$ cat src/rtl/r5_stage_ctrl_if.sv
// Stream, lane-bus and pipeline-control bundle for the radix-5 stage controller.
// GW is derived from N here and in the controller, so both sides must use the same N.
interface r5_stage_ctrl_if #(
  parameter int unsigned DW = 32,
  parameter int unsigned N  = 25
);
  localparam int unsigned NG = N / 5;
  localparam int unsigned GW = (NG > 1) ? $clog2(NG) : 1;

  logic            in_valid;
  logic            in_ready;
  logic [DW-1:0]   in_re;
  logic [DW-1:0]   in_img;
  logic [5*DW-1:0] bf_re;
  logic [5*DW-1:0] bf_img;
  logic            bf_start;
  logic [GW-1:0]   tw_idx;
  logic            stage_en;
  logic            out_valid;
  logic            out_ready;
  logic            out_last;
  logic            frame_done;

  modport slave (
    input  in_valid, in_re, in_img, out_ready,
    output in_ready, bf_re, bf_img, bf_start, tw_idx, stage_en,
           out_valid, out_last, frame_done
  );

  modport master (
    output in_valid, in_re, in_img, out_ready,
    input  in_ready, bf_re, bf_img, bf_start, tw_idx, stage_en,
           out_valid, out_last, frame_done
  );
endinterface

$ cat src/rtl/r5_stage_ctrl.sv
// Radix-5 stage sequencer: packs serial samples into 5 lanes, issues groups to the
// butterfly, and tracks in-flight groups through a LAT-deep stallable pipeline.
module r5_stage_ctrl #(
  parameter int unsigned DW  = 32,
  parameter int unsigned LAT = 4,
  parameter int unsigned N   = 25
) (
  input  logic           clk,
  input  logic           rst_n,
  r5_stage_ctrl_if.slave bus
);
  localparam int unsigned NG = N / 5;
  localparam int unsigned GW = (NG > 1) ? $clog2(NG) : 1;
  localparam int unsigned BW = 5 * DW;
  localparam logic [GW-1:0] GRP_LAST = GW'(NG - 1);

  logic [2:0]     lc_q, lc_d;
  logic [GW-1:0]  grp_q, grp_d;
  logic           full_q, full_d;
  logic [LAT-1:0] vp_q, vp_d;
  logic [LAT-1:0] lp_q, lp_d;
  logic           fdone_q, fdone_d;
  logic [BW-1:0]  re_q, re_d;
  logic [BW-1:0]  im_q, im_d;

  logic stage_en_c, issue_c, in_ready_c, accept_c;

  // Pipeline advances unless the head group is valid and refused downstream.
  always_comb begin
    stage_en_c = !(vp_q[LAT-1] && !bus.out_ready);
    issue_c    = full_q && stage_en_c;
    in_ready_c = rst_n && (!full_q || stage_en_c);
    accept_c   = bus.in_valid && in_ready_c;
  end

  always_comb begin
    lc_d    = lc_q;
    grp_d   = grp_q;
    full_d  = full_q;
    vp_d    = vp_q;
    lp_d    = lp_q;
    re_d    = re_q;
    im_d    = im_q;
    fdone_d = vp_q[LAT-1] && lp_q[LAT-1] && bus.out_ready;

    if (issue_c) begin
      full_d = 1'b0;
      grp_d  = (grp_q == GRP_LAST) ? '0 : grp_q + GW'(1);
    end

    // Lane 0 of the next group may land on the issue edge; the butterfly captures
    // the old lanes on that same edge, so the overwrite is safe.
    if (accept_c) begin
      for (int unsigned k = 0; k < 5; k++) begin
        if (lc_q == 3'(k)) begin
          re_d[k*DW +: DW] = bus.in_re;
          im_d[k*DW +: DW] = bus.in_img;
        end
      end
      if (lc_q == 3'd4) begin
        lc_d   = '0;
        full_d = 1'b1;
      end else begin
        lc_d = lc_q + 3'd1;
      end
    end

    if (stage_en_c) begin
      vp_d = (vp_q << 1) | LAT'(issue_c);
      lp_d = (lp_q << 1) | LAT'(issue_c && (grp_q == GRP_LAST));
    end
  end

  always_ff @(posedge clk) begin
    if (!rst_n) begin
      lc_q    <= '0;
      grp_q   <= '0;
      full_q  <= 1'b0;
      vp_q    <= '0;
      lp_q    <= '0;
      fdone_q <= 1'b0;
      re_q    <= '0;
      im_q    <= '0;
    end else begin
      lc_q    <= lc_d;
      grp_q   <= grp_d;
      full_q  <= full_d;
      vp_q    <= vp_d;
      lp_q    <= lp_d;
      fdone_q <= fdone_d;
      re_q    <= re_d;
      im_q    <= im_d;
    end
  end

  assign bus.in_ready   = in_ready_c;
  assign bus.bf_re      = re_q;
  assign bus.bf_img     = im_q;
  assign bus.bf_start   = issue_c;
  assign bus.tw_idx     = grp_q;
  assign bus.stage_en   = stage_en_c;
  assign bus.out_valid  = vp_q[LAT-1];
  assign bus.out_last   = vp_q[LAT-1] && lp_q[LAT-1];
  assign bus.frame_done = fdone_q;
endmodule

$ cat src/flat_wrapper.sv
// flat-port wrapper written by rule: the top's interface ports become plain ports
module r5_stage_ctrl_flat 
#(
  parameter int unsigned DW  = 32,
  parameter int unsigned LAT = 4,
  parameter int unsigned N   = 25
)
  (clk, rst_n, bus_in_valid, bus_in_re, bus_in_img, bus_out_ready, bus_in_ready, bus_bf_re, bus_bf_img, bus_bf_start, bus_tw_idx, bus_stage_en, bus_out_valid, bus_out_last, bus_frame_done);
  r5_stage_ctrl_if #(.DW(DW), .N(N)) bus_i ();
  input  logic clk;
  input  logic rst_n;
  input wire logic [$bits(bus_i.in_valid)-1:0] bus_in_valid;
  input wire logic [$bits(bus_i.in_re)-1:0] bus_in_re;
  input wire logic [$bits(bus_i.in_img)-1:0] bus_in_img;
  input wire logic [$bits(bus_i.out_ready)-1:0] bus_out_ready;
  output wire logic [$bits(bus_i.in_ready)-1:0] bus_in_ready;
  output wire logic [$bits(bus_i.bf_re)-1:0] bus_bf_re;
  output wire logic [$bits(bus_i.bf_img)-1:0] bus_bf_img;
  output wire logic [$bits(bus_i.bf_start)-1:0] bus_bf_start;
  output wire logic [$bits(bus_i.tw_idx)-1:0] bus_tw_idx;
  output wire logic [$bits(bus_i.stage_en)-1:0] bus_stage_en;
  output wire logic [$bits(bus_i.out_valid)-1:0] bus_out_valid;
  output wire logic [$bits(bus_i.out_last)-1:0] bus_out_last;
  output wire logic [$bits(bus_i.frame_done)-1:0] bus_frame_done;
  assign bus_i.in_valid = bus_in_valid;
  assign bus_i.in_re = bus_in_re;
  assign bus_i.in_img = bus_in_img;
  assign bus_i.out_ready = bus_out_ready;
  assign bus_in_ready = bus_i.in_ready;
  assign bus_bf_re = bus_i.bf_re;
  assign bus_bf_img = bus_i.bf_img;
  assign bus_bf_start = bus_i.bf_start;
  assign bus_tw_idx = bus_i.tw_idx;
  assign bus_stage_en = bus_i.stage_en;
  assign bus_out_valid = bus_i.out_valid;
  assign bus_out_last = bus_i.out_last;
  assign bus_frame_done = bus_i.frame_done;
  r5_stage_ctrl #(.DW(DW), .LAT(LAT), .N(N)) u_core (.clk(clk), .rst_n(rst_n), .bus(bus_i));
endmodule
$ cat config.mk
export PLATFORM = sky130hd
export DESIGN_NAME = r5_stage_ctrl_flat
export DESIGN_NICKNAME = d
export VERILOG_FILES = /design/src/rtl/r5_stage_ctrl_if.sv /design/src/rtl/r5_stage_ctrl.sv /design/src/flat_wrapper.sv
export SDC_FILE = /design/constraint.sdc
export NUM_CORES = 1
export LEC_CHECK = 0
export ABC_AREA = 1
export CAP_MARGIN = 20
export CORE_ASPECT_RATIO = 1.4
export CORE_MARGIN = 1
export CORE_UTILIZATION = 47
export DETAILED_ROUTE_END_ITERATION = 8
export PLACE_DENSITY = 0.79
export SYNTH_ARGS = -nofsm -noshare
export SYNTH_HDL_FRONTEND = slang
export SYNTH_SLANG_ARGS = --single-unit
$ cat constraint.sdc
create_clock -name clk -period 2.6 [get_ports clk]
set_input_delay 0.52 -clock clk [delete_from_list [all_inputs] [get_ports clk]]
set_output_delay 0.52 -clock clk [all_outputs]
set_load 0.05 [all_outputs]
==> impl_results.md, run 1 <==
- Status: complete, no violations
- Overall routing resource usage: 24.9%
- Final period util: around 95%
- Initial Utilization: a little under half
- Seq/Total Area, Yosys: ~48%
- P_leak: just under 10 nW
- Final setup violating endpoints: 0
- Die X: approximately 150 µm
- R2r startpoint: u_core.lc_q[0]$_SDFFE_PN0P_
- First-pass GRT wire length: between 60 and 70 mm
- CTS clock-pin slew for the worst setup and hold paths: approximately 0.07 ns
- Die area: 0.0302 mm²
- Post-synth EDFFs: 0
- Critical path arrival: a little under 2 ns
- CP Capture Type: output port
- Routed vias/inst: roughly 4.5
- Area leader, netlist: dfxtp_1
- Top cell type's share of synthesized area: about half
- Placed wire-length estimate: between 20 and 30 mm
- Peak VDD IR: between 500 and 600 µV
- Filler cell count: 2523
- Setup repair bufs after CTS: 0
- R2R setup slack: 0.92 ns
- Largest net degree at the start of global routing: approximately 140
- Share of cells above drive strength 1: about 3.5%
- Port-buffer cells: 396
- Relative slew slack: 59.3%
- Kind of critical path: flop to output port
- First drt pass iteration count: 5
- Syn Nets: 2202
- Crit path from: u_core.vp_q[3]$_SDFFE_PN0P_
- Type of the worst min-delay path: primary input to flop
- WL per Instance: 13.5 µm
- Antenna violations before repair: 1
- Design internal power: approximately 8.5 mW
- Drt initial violations: approximately 500
- Max Cap Viol: 0
- Slew of the pin with the lowest slew margin: roughly 0.61 ns
- CP max-delay cell: clkdlybuf4s50_1
- Post-Route Utilization: 65.3%
- DRC Markers: 0
- Post-synthesis cell count: between 2000 and 2500
- Number of CTS-inserted buffers: 31
- Fmax: between 400 and 500 MHz
- GP Congestion: about 0.82
- Synth unique cells: 21
- Mapped Avg Cell Area: approximately 6.5 µm²
- WL final: around 39 mm
- Count leader, synth: nor2_1
- Core region area: around 0.029 mm²
- Post-synth top flop: dfxtp_1
- Unrepaired setup endpoints after global routing: no
- Ys async rst share: 0%
- Dominant cells by area after synthesis: dfxtp_1 48%, nor2_1 18%, nand2_1 17%
- H-Tree Depth: 1
- Sw Ratio: between 20 and 30%
- Clock Path Buffers: 3
- Vias: between 10000 and 15000
- Part of the power in combinational logic: about 14%
- CTS tree: done
- Commonest cells post-synth: 657 x nor2_1, 644 x nand2_1, 336 x dfxtp_1
- I/O Pins: 397
- Number of synthesized register bits: around 340
- Power density over the cells: just over 600 mW/mm²
- Cts hold-fix bufs: 0
- Syn Std Cell Area: between 0.01 and 0.015 mm²
- Overflow after GRT: 0
- Flop pwr share: between 40% and 50%
- Vias in the first global route: ~12000
- Placed insts: 2814
- Clock tree root driver cell: clkbuf_16
- Hold Vio Cnt, Final: 0
- Setup Skew: 0.00966 ns
- Fin Setup TNS: 0 ns
- Worst-skew pair later-pin latency: ~0.57 ns
- Crit path time final: between 2 and 2.5 ns
- Startpoint Class: flop
- Crit-path max FO: 4
- CTS Sinks: roughly 340
- CP max stage delay: 0.82 ns
- P&R area growth vs syn: 36.9%
- WP data required: 2.08 ns
- Post_cts resized: 0
- Non-filler cells, final: between 2000 and 3000
- Num rows: 74
- Worst setup endpoint: bus_out_last
- Clock share of power: 39.5%
- Reg2reg end: u_core.bus.bf_img[71]$_SDFFE_PN0P_
- Post-route ant nets: 0
- P_sw: 3.25 mW
- Critical path cell sequence: nand2_1 > inv_1 > clkdlybuf4s50_1
- Die H: a little over 200 µm
- Max-slew violation count: 0
- Final nets: about 2500
- Worst Reg-to-Reg Cells: 10
- Yosys Warn Count: 0
==> kinds of logic (layout without fill, tap and decap cells) <==
family | count (synthesis) | in the layout | synth area share [%]
flip-flops | 336 | 336 | 48.5
adder cells (fa/ha/maj) | 7 | 7 | 0.631
AND/OR/NAND/NOR | 1322 | 1322 | 36.2
AO/OA/AOI/OAI | 17 | 17 | 0.613
other | 0 | 1 | 0
XOR/XNOR | 1 | 1 | 0.0631
buffers and inverters | 444 | 808 | 14.1
==> worst min path at each step <==
stage	startpoint	to	slack, ns	cells past startpoint
CTS	rst_n	u_core.bus.bf_re[65]$_SDFFE_PN0P_	0.26	3
global route	rst_n	u_core.bus.bf_re[131]$_SDFFE_PN0P_	0.29	3
detailed placement	u_core.vp_q[2]$_SDFFE_PN0P_	u_core.vp_q[2]$_SDFFE_PN0P_	0.46	2
finish	rst_n	u_core.bus.bf_re[65]$_SDFFE_PN0P_	0.30	3
global placement	u_core.vp_q[2]$_SDFFE_PN0P_	u_core.vp_q[2]$_SDFFE_PN0P_	0.44	2
floorplan	u_core.vp_q[2]$_SDFFE_PN0P_	u_core.vp_q[2]$_SDFFE_PN0P_	0.43	2
==> cell type report <==
cell class                      count  area (µm²)  area share [%]
Multi-Input combinational cell   1347        5210            27.4
Inverter                          337        1260            6.66
Antenna cell                        1        2.50          0.0132
Clock buffer                       43         901            4.74
Timing Repair Buffer              414        4280            22.6
Clock inverter                     14         133           0.698
Sequential cell                   336        6730            35.4
Tap cell                          380         475            2.50
==> state kept, by name (all words and copies together) (netlist names) <==
register and flops:
u_core.lp_q 4, u_core.vp_q 4, u_core.bus.frame_done 1, u_core.bus.bf_re 160, u_core.bus.bf_img 160, u_core.full_q 1, u_core.lc_q 3, u_core.bus.tw_idx 3
==> per-layer routing <==
metal / track usage [%] / vias up / wire length [µm]
met4: 15.7 / 0 / 2530
met5: 0 / - / 0
met2: 44.5 / 393 / 19000
met1: 26.6 / 5691 / 14700
met3: 5.34 / 124 / 2390
li1: - / 6715 / -
==> worst max-delay path: cells and delay by family (launching register included) <==
family | cells | cell delay, ns
simple gates | 1 | 0.09
buf+inv | 2 | 0.88
flops | 1 | 0.40
==> power groups by stage <==
stage	Clock, mW	Sequential (mW)	Combinational [mW]
global placement	0	5.51	1.67
finish	4.63	5.41	1.69
detailed placement	0	5.52	1.69
global route	4.92	5.42	1.81
CTS	4.71	5.41	1.70
floorplan	0	6.09	0.493
==> through the flow <==
| step | setup WS, ns | area, µm² | hold slack, ns | power (mW) |
|---|---|---|---|---|
| finish | 0.143 | 19000 | 0.297 | 11.7 |
| global route | 0.0691 | 19000 | 0.286 | 12.2 |
| CTS | 0.114 | 19000 | 0.263 | 11.8 |
| detailed placement | 0.393 | 18000 | 0.456 | 7.21 |
| global placement | 0.477 | 18000 | 0.444 | 7.18 |
| floorplan | 0.374 | 13900 | 0.429 | 6.59 |
==> placed cells by master, fill, tap and decap left out, types with 2 or more instances in the layout <==
cell / instances
clkbuf_16: 31
clkinv_2: 8
nor2_1: 657
o21ai_0: 9
clkinvlp_4: 2
buf_4: 6
nand2_1: 644
clkdlybuf4s50_1: 392
ha_1: 7
inv_1: 335
a21oi_1: 8
buf_12: 15
bufinv_16: 2
clkbuf_8: 8
nand4_1: 4
inv_6: 2
nand3_1: 4
dfxtp_1: 336
clkbuf_1: 4
nand2_2: 10
(Power assumes the default switching activity.)
==> run 2: changes to the inputs <==
--- a/config.mk
+++ b/config.mk
@@ -12,6 +12,7 @@
 export CORE_UTILIZATION = 47
 export DETAILED_ROUTE_END_ITERATION = 8
 export PLACE_DENSITY = 0.79
+export REMOVE_ABC_BUFFERS = 1
 export SYNTH_ARGS = -nofsm -noshare
 export SYNTH_HDL_FRONTEND = slang
 export SYNTH_SLANG_ARGS = --single-unit
==> run 2 against run 1 <==
Effect of this change:
- global-route usage decreased by 0.28 points
- final cell count unchanged
- critical path depth unchanged
- routed wire length decreased by 2.1%
- clock skew decreased by 0.0031 ns
- largest power group unchanged
- largest cell class unchanged
- final area about the same
- setup slack improved by 0.018 ns
==> impl_results.md, run 2 (same netlist as run 1, synthesis figures left out) <==
- Status: complete, no violations
- Final period util: between 90% and 100%
- Die X: between 100 and 150 µm
- Crit path from: u_core.vp_q[3]$_SDFFE_PN0P_
- CP max-delay cell: clkdlybuf4s50_1
- CP Capture Type: output port
- Routed vias/inst: between 4 and 5
- Post-Route Utilization: around two thirds
- R2R setup slack: 0.87 ns
- Filler cell count: around 2500
- Max-slew violation count: 0
- Crit-path max FO: 4
- I/O Pins: ~400
- Relative slew slack: between 50% and 60%
- Setup repair bufs after CTS: 0
- CP max stage delay: roughly 0.79 ns
- Power density over the cells: between 600 and 700 mW/mm²
- Vias in the first global route: around 12000
- Area of the multi-input gates: around 0.0052 mm²
- Overall routing resource usage: 24.6%
- Worst setup endpoint: bus_out_last
- Port-buffer cells: between 300 and 400
- Die area: between 0.03 and 0.04 mm²
- Hold Vio Cnt, Final: 0
- Worst-skew pair later-pin latency: between 0.5 and 0.6 ns
- Die H: between 200 and 250 µm
- Core region area: just under 0.03 mm²
- Critical path cell sequence: nand2_1 > inv_1 > clkdlybuf4s50_1
- Worst hold margin: approximately 0.30 ns
- CTS Sinks: between 300 and 400
- WL per Instance: around 13 µm
- Reg2reg end: u_core.bus.bf_img[108]$_SDFFE_PN0P_
- CTS tree: done
- Critical path arrival: about 1.9 ns
- Slew of the pin with the lowest slew margin: roughly 0.75 ns
- Unrepaired setup endpoints after global routing: no
- Initial Utilization: a little under half
- P&R area growth vs syn: 37.0%
- H-Tree Depth: 1
- Final nets: roughly 2500
- Type of the worst min-delay path: primary input to flop
- Overflow after GRT: 0
- R2r startpoint: u_core.lc_q[0]$_SDFFE_PN0P_
- Cts hold-fix bufs: 0
- Post-route ant nets: 0
- Placed wire-length estimate: around 26 mm
- Non-filler cells, final: between 2000 and 3000
- Crit path time final: between 2 and 2.5 ns
- Largest net degree at the start of global routing: 118
- Worst Reg-to-Reg Cells: 7
- DRC Markers: 0
- GP Congestion: between 0.8 and 0.9
- Fmax: a little over 400 MHz
- Drt initial violations: 541
- Final setup violating endpoints: 0
- WL final: 37.9 mm
- Post_cts resized: 0
- Setup Skew: roughly 0.0066 ns
- Number of CTS-inserted buffers: 31
- CTS clock-pin slew for the worst setup and hold paths: 0.07 ns
- Startpoint Class: flop
- First drt pass iteration count: 4
- Num rows: 74
- FF+latch area: 0.00673 mm²
- First-pass GRT wire length: around 60 mm
- Kind of critical path: flop to output port
- Most frequent cells in the layout: 657 x nor2_1, 644 x nand2_1, 392 x clkdlybuf4s50_1
- Commonest non-fill, non-tap cell in the layout: nor2_1
- Antenna violations before repair: 1
- Placed insts: around 2800
- Clock Path Buffers: 3
- Clock tree root driver cell: clkbuf_16
- Max Cap Viol: 0
- WP data required: 2.08 ns
- Peak VDD IR: ~560 µV
- Vias: between 10000 and 15000
- Share of cells above drive strength 1: around 3.4%
- P_leak: 9.71 nW
[run 2: critical path: cells and delay by family, from the launching register on]
| family | cells | cell delay [ns] |
|---|---|---|
| buffers and inverters | 2 | 0.86 |
| DFF | 1 | 0.40 |
| and+or+nand+nor | 1 | 0.11 |
[run 2: worst min-delay path by stage]
stage / from / end / slack [ns] / cells past startpoint
6_report: rst_n / u_core.bus.bf_re[22]$_SDFFE_PN0P_ / 0.30 / 3
5_1_grt: rst_n / u_core.bus.bf_re[17]$_SDFFE_PN0P_ / 0.29 / 3
4_1_cts: rst_n / u_core.bus.bf_re[22]$_SDFFE_PN0P_ / 0.28 / 3
3_5_place_dp: u_core.vp_q[2]$_SDFFE_PN0P_ / u_core.vp_q[2]$_SDFFE_PN0P_ / 0.45 / 2
3_3_place_gp: u_core.vp_q[2]$_SDFFE_PN0P_ / u_core.vp_q[2]$_SDFFE_PN0P_ / 0.44 / 2
2_1_floorplan: u_core.vp_q[2]$_SDFFE_PN0P_ / u_core.vp_q[2]$_SDFFE_PN0P_ / 0.43 / 2
[run 2: per-stage QoR]
step	setup slack [ns]	setup TNS [ns]	cell area (µm²)	total power [mW]
floorplan	-1.44	-397.82	13200	6.53
global placement	0.417	0	18000	7.17
detailed placement	0.373	0	18000	7.20
CTS	0.134	0	19000	11.9
global route	0.108	0	19000	12.2
finish	0.161	0	19000	11.8
[run 2: area by class of cell]
type                            instances  share of cell area (%)
Sequential cell                       336                    35.4
Multi-Input combinational cell       1347                    27.4
Timing Repair Buffer                  414                    22.5
Inverter                              337                    6.65
Clock buffer                           48                    4.89
Tap cell                              380                    2.50
Clock inverter                          9                   0.632
Antenna cell                            1                  0.0132
[run 2: report_power, final]
group / leakage, nW / total [mW] / internal [mW] / switching (mW)
clock: 0.522 / 4.66 / 2.74 / 1.92
combinational: 6.47 / 1.68 / 0.536 / 1.15
sequential: 2.72 / 5.41 / 5.32 / 0.0887
[run 2: routing by layer]
metal | share of wire, % | track usage (%) | vias up
li1 | - | - | 6703
met5 | 0 | 0 | -
met2 | 50 | 45.7 | 349
met1 | 39 | 26.0 | 5728
met4 | 5.6 | 13.8 | 0
met3 | 5.5 | 4.46 | 118
